**config.mk**
```make
export PLATFORM = sky130hd
export DESIGN_NAME = tau_gemm_engine_flat
export DESIGN_NICKNAME = d
export VERILOG_FILES = /design/src/rtl/tau_gemm_engine_if.sv /design/src/rtl/tau_gemm_engine.sv /design/src/flat_wrapper.sv
export SDC_FILE = /design/constraint.sdc
export NUM_CORES = 1
export LEC_CHECK = 0
export BUFFER_PORTS_ARGS = -buffer_cell sky130_fd_sc_hd__buf_2
export CAP_MARGIN = 20
export CORE_MARGIN = 3
export CORE_UTILIZATION = 45
export CTS_CLUSTER_DIAMETER = 100
export DETAILED_ROUTE_END_ITERATION = 16
export GPL_ROUTABILITY_DRIVEN = 0
export GPL_TIMING_DRIVEN = 1
export PLACE_DENSITY = 0.73
export SLEW_MARGIN = 20
export SYNTH_ARGS = -nofsm -noshare
export SYNTH_HDL_FRONTEND = slang
export SYNTH_SLANG_ARGS = --single-unit
export TNS_END_PERCENT = 100
```
**constraint.sdc**
```tcl
create_clock -name clk -period 5.6 [get_ports clk]
set_input_delay 1.12 -clock clk [delete_from_list [all_inputs] [get_ports clk]]
set_output_delay 1.12 -clock clk [all_outputs]
set_load 0.01 [all_outputs]
```
**src/rtl/tau_gemm_engine_if.sv**
```systemverilog
// ---------------------------------------------------------------------------
// tau_gemm_engine_if
// Operand and result streams of the bit-serial outer-product GEMM engine.
//   in_valid / in_ready : one k-step (column of A, row of B) per handshake
//   in_a                : ROWS elements of WIDTH bits, element r at [r*WIDTH +: WIDTH]
//   in_b                : COLS elements of WIDTH bits, element c at [c*WIDTH +: WIDTH]
//   out_valid/out_ready : C offered and held until taken
//   out_c               : cell (r,c) at [(r*COLS+c)*ACC_BITS +: ACC_BITS]
// master = operand producer / result consumer, slave = the engine.
// ---------------------------------------------------------------------------
interface tau_gemm_engine_if #(
  parameter int ROWS     = 4,
  parameter int COLS     = 4,
  parameter int WIDTH    = 8,
  parameter int K_MAX    = 16,
  parameter int ACC_BITS = 2 * WIDTH + $clog2(K_MAX)
);
  logic                           in_valid;
  logic                           in_ready;
  logic [ROWS*WIDTH-1:0]          in_a;
  logic [COLS*WIDTH-1:0]          in_b;
  logic                           out_valid;
  logic                           out_ready;
  logic [ROWS*COLS*ACC_BITS-1:0]  out_c;

  modport master (
    output in_valid, in_a, in_b, out_ready,
    input  in_ready, out_valid, out_c
  );

  modport slave (
    input  in_valid, in_a, in_b, out_ready,
    output in_ready, out_valid, out_c
  );
endinterface

```
**src/rtl/tau_gemm_engine.sv**
```systemverilog
// ---------------------------------------------------------------------------
// tau_gemm_engine
// ROWS x COLS grid of bit-serial MAC cells computing C (+)= sum_k a_k (outer) b_k.
// Each accepted k-step is consumed over WIDTH cycles, one bit of b per cycle.
// Ports:
//   clk        rising-edge clock
//   reset_n    asynchronous reset, active low
//   start      begin a job (only honoured while idle)
//   k_len      k-steps in the job, clamped to K_MAX; sampled with start
//   accumulate 1 = continue from current C, 0 = clear C; sampled with start
//   abort      synchronous abort, overrides everything, clears C
//   io         operand/result streams (tau_gemm_engine_if.slave)
//   busy       engine is not idle
// ---------------------------------------------------------------------------
module tau_gemm_engine #(
  parameter int ROWS     = 4,
  parameter int COLS     = 4,
  parameter int WIDTH    = 8,
  parameter int K_MAX    = 16,
  parameter int ACC_BITS = 2 * WIDTH + $clog2(K_MAX),
  parameter int SIGNED   = 0
) (
  input  logic                       clk,
  input  logic                       reset_n,
  input  logic                       start,
  input  logic [$clog2(K_MAX+1)-1:0] k_len,
  input  logic                       accumulate,
  input  logic                       abort,
  tau_gemm_engine_if.slave           io,
  output logic                       busy
);

  localparam int KW    = $clog2(K_MAX + 1);
  localparam int TW    = (WIDTH > 1) ? $clog2(WIDTH) : 1;
  localparam int CELLS = ROWS * COLS;

  typedef enum logic [1:0] {
    S_IDLE    = 2'd0,
    S_LOAD    = 2'd1,
    S_COMPUTE = 2'd2,
    S_DONE    = 2'd3
  } state_t;

  state_t                          state_q, state_d;
  logic [KW-1:0]                   klen_q, klen_d;
  logic [KW-1:0]                   step_q, step_d;
  logic [TW-1:0]                   bit_q, bit_d;
  logic [ROWS-1:0][WIDTH-1:0]      a_q, a_d;
  logic [COLS-1:0][WIDTH-1:0]      b_q, b_d;
  logic [CELLS-1:0][ACC_BITS-1:0]  acc_q, acc_d;
  logic                            in_ready_q, in_ready_d;
  logic                            out_valid_q, out_valid_d;
  logic                            busy_q, busy_d;
  logic [KW-1:0]                   klen_clamped_s;
  logic                            last_bit_s;

  // Extend an operand to accumulator width (sign- or zero-extended) and weight it by 2^sh.
  function automatic logic [ACC_BITS-1:0] weighted_operand(
    input logic [WIDTH-1:0] v,
    input logic [TW-1:0]    sh
  );
    logic [ACC_BITS-1:0] ext;
    ext = {{(ACC_BITS-WIDTH){(SIGNED != 0) && v[WIDTH-1]}}, v};
    return ext << sh;
  endfunction

  // Job depth clamp and last-bit detect for the serial counter.
  always_comb begin
    if (k_len > KW'(K_MAX)) begin
      klen_clamped_s = KW'(K_MAX);
    end else begin
      klen_clamped_s = k_len;
    end
    last_bit_s = (bit_q == TW'(WIDTH - 1));
  end

  // Next-state, datapath and registered-output computation.
  always_comb begin
    state_d = state_q;
    klen_d  = klen_q;
    step_d  = step_q;
    bit_d   = bit_q;
    a_d     = a_q;
    b_d     = b_q;
    acc_d   = acc_q;

    if (abort) begin
      state_d = S_IDLE;
      klen_d  = '0;
      step_d  = '0;
      bit_d   = '0;
      acc_d   = '0;
    end else begin
      case (state_q)
        S_IDLE: begin
          if (start) begin
            klen_d = klen_clamped_s;
            step_d = '0;
            bit_d  = '0;
            if (!accumulate) begin
              acc_d = '0;
            end else begin
              acc_d = acc_q;
            end
            if (klen_clamped_s == KW'(0)) begin
              state_d = S_DONE;
            end else begin
              state_d = S_LOAD;
            end
          end else begin
            state_d = S_IDLE;
          end
        end

        S_LOAD: begin
          if (io.in_valid && in_ready_q) begin
            a_d     = io.in_a;
            b_d     = io.in_b;
            step_d  = step_q + KW'(1);
            bit_d   = '0;
            state_d = S_COMPUTE;
          end else begin
            state_d = S_LOAD;
          end
        end

        S_COMPUTE: begin
          for (int r = 0; r < ROWS; r++) begin
            for (int c = 0; c < COLS; c++) begin
              if (b_q[c][bit_q]) begin
                // In signed mode the MSB of b carries weight -2^(WIDTH-1).
                if ((SIGNED != 0) && last_bit_s) begin
                  acc_d[r*COLS+c] = acc_q[r*COLS+c] - weighted_operand(a_q[r], bit_q);
                end else begin
                  acc_d[r*COLS+c] = acc_q[r*COLS+c] + weighted_operand(a_q[r], bit_q);
                end
              end else begin
                acc_d[r*COLS+c] = acc_q[r*COLS+c];
              end
            end
          end
          if (last_bit_s) begin
            bit_d = '0;
            if (step_q == klen_q) begin
              state_d = S_DONE;
            end else begin
              state_d = S_LOAD;
            end
          end else begin
            bit_d = bit_q + TW'(1);
          end
        end

        S_DONE: begin
          if (out_valid_q && io.out_ready) begin
            state_d = S_IDLE;
          end else begin
            state_d = S_DONE;
          end
        end

        default: begin
          state_d = S_IDLE;
        end
      endcase
    end

    // in_ready and busy track the state being entered, so they are exact per state.
    // out_valid is offered one cycle after DONE is entered, which makes the result
    // appear WIDTH+1 edges after the last k-step is accepted (the same cadence as a
    // LOAD slot), and drops on the edge that leaves DONE.
    in_ready_d  = (state_d == S_LOAD);
    out_valid_d = (state_q == S_DONE) && (state_d == S_DONE);
    busy_d      = (state_d != S_IDLE);
  end

  // State, datapath and output registers.
  always_ff @(posedge clk or negedge reset_n) begin
    if (!reset_n) begin
      state_q     <= S_IDLE;
      klen_q      <= '0;
      step_q      <= '0;
      bit_q       <= '0;
      a_q         <= '0;
      b_q         <= '0;
      acc_q       <= '0;
      in_ready_q  <= 1'b0;
      out_valid_q <= 1'b0;
      busy_q      <= 1'b0;
    end else begin
      state_q     <= state_d;
      klen_q      <= klen_d;
      step_q      <= step_d;
      bit_q       <= bit_d;
      a_q         <= a_d;
      b_q         <= b_d;
      acc_q       <= acc_d;
      in_ready_q  <= in_ready_d;
      out_valid_q <= out_valid_d;
      busy_q      <= busy_d;
    end
  end

  assign io.in_ready  = in_ready_q;
  assign io.out_valid = out_valid_q;
  assign io.out_c     = acc_q;
  assign busy         = busy_q;

endmodule
```
**src/flat_wrapper.sv**
```systemverilog
// flat-port wrapper written by rule: the top's interface ports become plain ports
module tau_gemm_engine_flat 
#(
  parameter int ROWS     = 4,
  parameter int COLS     = 4,
  parameter int WIDTH    = 8,
  parameter int K_MAX    = 16,
  parameter int ACC_BITS = 2 * WIDTH + $clog2(K_MAX),
  parameter int SIGNED   = 0
)
  (clk, reset_n, start, k_len, accumulate, abort, busy, io_in_valid, io_in_a, io_in_b, io_out_ready, io_in_ready, io_out_valid, io_out_c);
  tau_gemm_engine_if #(.ROWS(ROWS), .COLS(COLS), .WIDTH(WIDTH), .K_MAX(K_MAX), .ACC_BITS(ACC_BITS)) io_i ();
  input  logic clk;
  input  logic reset_n;
  input  logic start;
  input  logic [$clog2(K_MAX+1)-1:0] k_len;
  input  logic accumulate;
  input  logic abort;
  output logic busy;
  input wire logic [$bits(io_i.in_valid)-1:0] io_in_valid;
  input wire logic [$bits(io_i.in_a)-1:0] io_in_a;
  input wire logic [$bits(io_i.in_b)-1:0] io_in_b;
  input wire logic [$bits(io_i.out_ready)-1:0] io_out_ready;
  output wire logic [$bits(io_i.in_ready)-1:0] io_in_ready;
  output wire logic [$bits(io_i.out_valid)-1:0] io_out_valid;
  output wire logic [$bits(io_i.out_c)-1:0] io_out_c;
  assign io_i.in_valid = io_in_valid;
  assign io_i.in_a = io_in_a;
  assign io_i.in_b = io_in_b;
  assign io_i.out_ready = io_out_ready;
  assign io_in_ready = io_i.in_ready;
  assign io_out_valid = io_i.out_valid;
  assign io_out_c = io_i.out_c;
  tau_gemm_engine #(.ROWS(ROWS), .COLS(COLS), .WIDTH(WIDTH), .K_MAX(K_MAX), .ACC_BITS(ACC_BITS), .SIGNED(SIGNED)) u_core (.clk(clk), .reset_n(reset_n), .start(start), .k_len(k_len), .accumulate(accumulate), .abort(abort), .io(io_i), .busy(busy));
endmodule
```
# After elaboration in Yosys (flattened, before gate mapping)

Cells that the tools add are included.

Register bits: 402
Input bits: 76
Output and inout bits: 323
Word-level logic and storage cells: 138

Add/subtract/negate cells: 18
Order comparisons: 2
Equality and inequality tests: 14
Shift-type cells: 4
Mux-type cells: 49
Bitwise operators: 1
Reduce and logical (&&, ||, !) cells: 19

Operators with widths:

| kind                  | number |
|---|---|
| $mux W320             | 3 |
| $pmux W320 S2         | 1 |
| $add A20 B20 Y20      | 16 |
| $mux W20              | 16 |
| $shl A8 B3 Y20        | 4 |
| $mux W5               | 7 |
| $reduce_and A4 Y1     | 4 |
| $ne A3 B2 Y1 const B  | 5 |
| $mux W2               | 7 |
| $bmux W1 S3           | 4 |
| $mux W3               | 4 |
| $pmux W5 S2           | 1 |
| $pmux W3 S3           | 1 |
| $reduce_and A3 Y1     | 3 |
| $pmux W2 S4           | 1 |
| $eq A2 B2 Y1 const B  | 3 |
| $ne A3 B3 Y1 const B  | 2 |
| $reduce_bool A2 Y1    | 3 |
| $reduce_bool A3 Y1    | 2 |
| $add A5 B1 Y5 const B | 1 |
| $eq A5 B5 Y1          | 1 |
| $gt A5 B5 Y1 const B  | 1 |
| $logic_not A5 Y1      | 1 |
| $eq A2 B1 Y1 const B  | 2 |
| 9 further kinds       | 14 |

# Logic depth before layout (Yosys ltp)

Word-level depth: 9
Depth in mapped cells: 20
Mapped depth without buffers: 16

# Least setup slack after synthesis

No wires, ideal clock.

Kind: register to register
Start point: register u_core.bit_q[1]
End point: register u_core.acc_q (netlist bit u_core.io.out_c[196])
Setup time: 132 ps
Data arrival time: 4010 ps
Required time: 5468 ps
Path slack: 1459 ps
Cell stages (with the launch flop): 19
Path buffers: 4
Clock period less this slack: 4141 ps
Cells stage by stage: dfrtp_1 buf_6 buf_4 buf_2 buf_1 mux2i_1 mux2_2 o22ai_1 ha_1 o21ai_0 nand2b_1 a21o_1 a21oi_1 o31a_1 o22ai_1 or4_1 nand4_1 xor2_1 nor2_1

Longest elaborated chain between the ends: 5
Elaborated cells between the ends (all ways): 9
Those cells by class: add/sub (1); eq/ne (1); shift (1); mux (5); reduce/logical (1)

Ends and longest elaborated chain:

| what                   | line                   | source |
|---|---|---|
| start, declared        | tau_gemm_engine.sv:47  | `logic [TW-1:0] bit_q, bit_d;` |
| start signal, assigned | tau_gemm_engine.sv:194 | `bit_q <= bit_d;` |
| $shl A8 B3 Y20         | tau_gemm_engine.sv:64  | `return ext << sh;` |
| $add A20 B20 Y20       | tau_gemm_engine.sv:135 | `acc_d[r*COLS+c] = acc_q[r*COLS+c] + weighted_operand(a_q[r], bit_q);` |
| $mux W20               | tau_gemm_engine.sv:130 | `if (b_q[c][bit_q]) begin` |
| $pmux W320 S2          | tau_gemm_engine.sv:94  | `case (state_q)` |
| $mux W320              | tau_gemm_engine.sv:87  | `if (abort) begin` |
| end signal, assigned   | tau_gemm_engine.sv:186 | `acc_q <= '0;` |
| end signal, assigned   | tau_gemm_engine.sv:197 | `acc_q <= acc_d;` |
| end, declared          | tau_gemm_engine.sv:50  | `logic [CELLS-1:0][ACC_BITS-1:0] acc_q, acc_d;` |

Parallel ways exist; a longest one is shown, timed or not. The select of a mux whose other input is x is not followed.
A chain may end at the register's enable or synchronous reset.

# Worst setup path after layout

Start point: register u_core.bit_q[1]
End point: register u_core.acc_q (netlist bit u_core.io.out_c[278])

The elaborated chain is that of the path after synthesis.

==> flow_summary.json <==
{
  "status": "finished clean",
  "r2r_slack_ns": 0.90,
  "r2r-end": "u_core.io.out_c[278]",
  "cp.required_ns": 6.10,
  "grt_setup_unrepaired": "false",
  "via_count": 25592,
  "wire_per_inst_um": 21.6,
  "finClkSkew_ns": 0.0313,
  "slowest_stage": "dfrtp_2",
  "crit_path_start_kind": "flip-flop",
  "tns_ns": 0,
  "worstPathArrival_ns": 5.20,
  "drive_gt1_frac": 0.209,
  "drcViolationCount": 0,
  "max_freq_mhz": 213,
  "grt_pass1_wl_um": 145000,
  "ir_drop_mv": 0.265,
  "cts.sinks": 402,
  "critical-path-top-delay-family": "compound AO/OA/AOI/OAI gates",
  "start_util": 0.455,
  "wl_um": 94700,
  "die_y_um": 256,
  "period_needed_ns": 4.70,
  "finalHoldViolCount": 0,
  "antenna_found_initial": 5,
  "syn-cell-area_um2": 28200,
  "antenna_left": 0,
  "cts_tree": "built",
  "fin_ws_ns": 0.903,
  "end_kind": "flip-flop",
  "post-route-period-util": 0.839,
  "crit_path_end": "u_core.io.out_c[278]",
  "synth_ff_type": "dfrtp_1",
  "crit_type": "reg -> reg",
  "grt_max_degree": 113,
  "place_ws_ns": 1.03,
  "crit_chain": "mux2i_1, a2bb2oi_2, o21ai_0, ha_1, nand2_1, nand2b_1, a221oi_1, o21ai_1, a21o_1, a41o_1, a21oi_1, o41ai_1, a31o_1",
  "grt_use_total": 0.280,
  "yosysTopAreaCell": "dfrtp_1",
  "finalSetupViolCount": 0,
  "synth_warnings": 0,
  "drv_cap": 0,
  "io_pins": 399,
  "critical_path_buf_inv_count": 0,
  "worst-path-max-fanout": 42,
  "clock_latency_ns": 0.61,
  "synth-seq-cells": 402,
  "cp.depth": 13,
  "cellLeakagePower_nw": 16.2,
  "syn_nets": 3431,
  "cts_resized": 0,
  "dieArea_um2": 65600,
  "core_um2": 61800,
  "die_w_um": 256,
  "rr_worst_depth": 13,
  "num-fill-cells": 5709,
  "area_delta_synth_final_pct": 16.5,
  "placementRows": 91,
  "synth_enable_flop_cells": 0,
  "yosys.cell_types.count": 108,
  "grt-ovfl-total": 0,
  "synthTopCellsByArea": "dfrtp_1 36%, ha_1 9.6%, nand2_1 6.0%",
  "cts_setup_buffers": 0,
  "clockRootBuffer": "clkbuf_16",
  "holdWs_ns": 0.501,
  "ys_seq_area_frac": 0.357,
  "slowest_delay_ns": 1.03,
  "clk_pin_slew_ns": 0.06,
  "grt_pass1_vias": 24038,
  "timing.final.max_slew_violations": 0,
  "final_cell_mix": "448 x nand2_1, 399 x dfrtp_1, 397 x buf_2",
  "worstSetupStartpoint": "u_core.bit_q[1]",
  "cts_made_buffers": 49,
  "numPortBuffers": 398,
  "dp_hpwl_um": 71600,
  "regToRegStartpoint": "u_core.bit_q[1]",
  "worstMarginPinSlew_ns": 1.05,
  "ctsHtreeMaxLevel": 2,
  "cts_hold_buffers": 0,
  "drtPass1Iterations": 5,
  "synth.top_cell.area_share": 0.357,
  "via_per_inst": 5.84,
  "slew_headroom": 0.290,
  "syn_area_per_cell_um2": 8.97,
  "final_common_cell": "nand2_1",
  "drt_iter0_drc": 2303,
  "min_path_type": "reg -> reg",
  "utilization": 0.530,
  "ys_async_sr_fraction": 1.00,
  "p_per_area_nw_per_um2": 290,
  "fin_nets": 3794,
  "synthCells": 3140,
  "cts.path.max_buffers": 3
}
==> power breakdown <==
part / switching (mW) / internal [mW]
Combinational: 1.76 / 1.01
Clock: 1.35 / 1.99
Sequential: 0.286 / 3.14
==> Yosys cell counts, drive strengths merged, types with 17 or more instances <==
library cell / n
and2: 31
nand4: 24
nand3: 87
a31o: 19
ha: 215
o21bai: 17
nor2: 210
xor2: 124
mux2: 86
mux2i: 32
nor3: 46
a21o: 62
maj3: 21
o31ai: 40
buf: 39
o21a: 21
and3: 31
clkbuf: 95
a21oi: 181
inv: 52
or3: 51
o21ai: 328
a31oi: 46
dfrtp: 402
a211oi: 26
nor2b: 21
nand2b: 37
o211ai: 21
a22o: 20
or2: 21
nand2: 449
xnor2: 115
o22ai: 19
==> metal layers <==
layer  vias up  global-route usage  part of all wire
met5         -                   0           0.00052
met4         8               0.115             0.042
met3       200              0.0764             0.093
met2      1045               0.412              0.42
met1     12169               0.389              0.44
li1      12170                   -                 -
==> through the flow <==
stage | total power [mW] | area (um2) | instances
2_1_floorplan | 5.29 | 28200 | 3140
3_3_place_gp | 6.12 | 31100 | 4289
3_5_place_dp | 6.18 | 31100 | 4289
4_1_cts | 9.54 | 32800 | 4378
5_1_grt | 9.98 | 32800 | 4378
6_report | 9.52 | 32800 | 4380
==> how the worst min path moves through the flow <==
stage / startpoint / end / slack [ns] / cells after the start
after floorplan: u_core.b_q[10] / u_core.b_q[10] / 0.47 / 1
after global placement: u_core.io.out_c[240] / u_core.io.out_c[240] / 0.48 / 2
after detailed placement: u_core.b_q[26] / u_core.b_q[26] / 0.49 / 1
after CTS: u_core.io.out_c[277] / u_core.io.out_c[277] / 0.50 / 1
after global routing: u_core.b_q[16] / u_core.b_q[16] / 0.52 / 1
final: u_core.b_q[16] / u_core.b_q[16] / 0.50 / 1
==> cell type report <==
class | count | area (um2) | area share
Antenna cell | 2 | 5.00 | 0.000153
Timing Repair Buffer | 446 | 2410 | 0.0736
Tap cell | 837 | 1050 | 0.0319
Inverter | 52 | 195 | 0.00595
Sequential cell | 402 | 10100 | 0.307
Multi-Input combinational cell | 2552 | 17400 | 0.530
Clock inverter | 21 | 238 | 0.00725
Clock buffer | 68 | 1450 | 0.0442
==> flip-flops by register name (all words and copies together), names as in the netlist <==
register and count:
u_core.b_q 32, u_core.step_q 5, u_core.busy 1, u_core.a_q 32
u_core.io.out_valid 1, u_core.io.in_ready 1, u_core.io.out_c 320, u_core.bit_q 3
u_core.state_q 2, u_core.klen_q 5
==> kinds of logic (layout without fill, tap and decap cells) <==
| family | after synthesis | after routing | synth area share |
|---|---|---|---|
| fa+ha+maj | 236 | 236 | 0.103 |
| other cells | 0 | 2 | 0 |
| buf+inv | 186 | 587 | 0.0285 |
| xor+xnor | 239 | 239 | 0.0743 |
| compound gates | 907 | 907 | 0.212 |
| simple gates | 1043 | 1043 | 0.171 |
| flops | 402 | 402 | 0.357 |
| mux | 127 | 127 | 0.0535 |
Power figures use the tool's default switching activity.
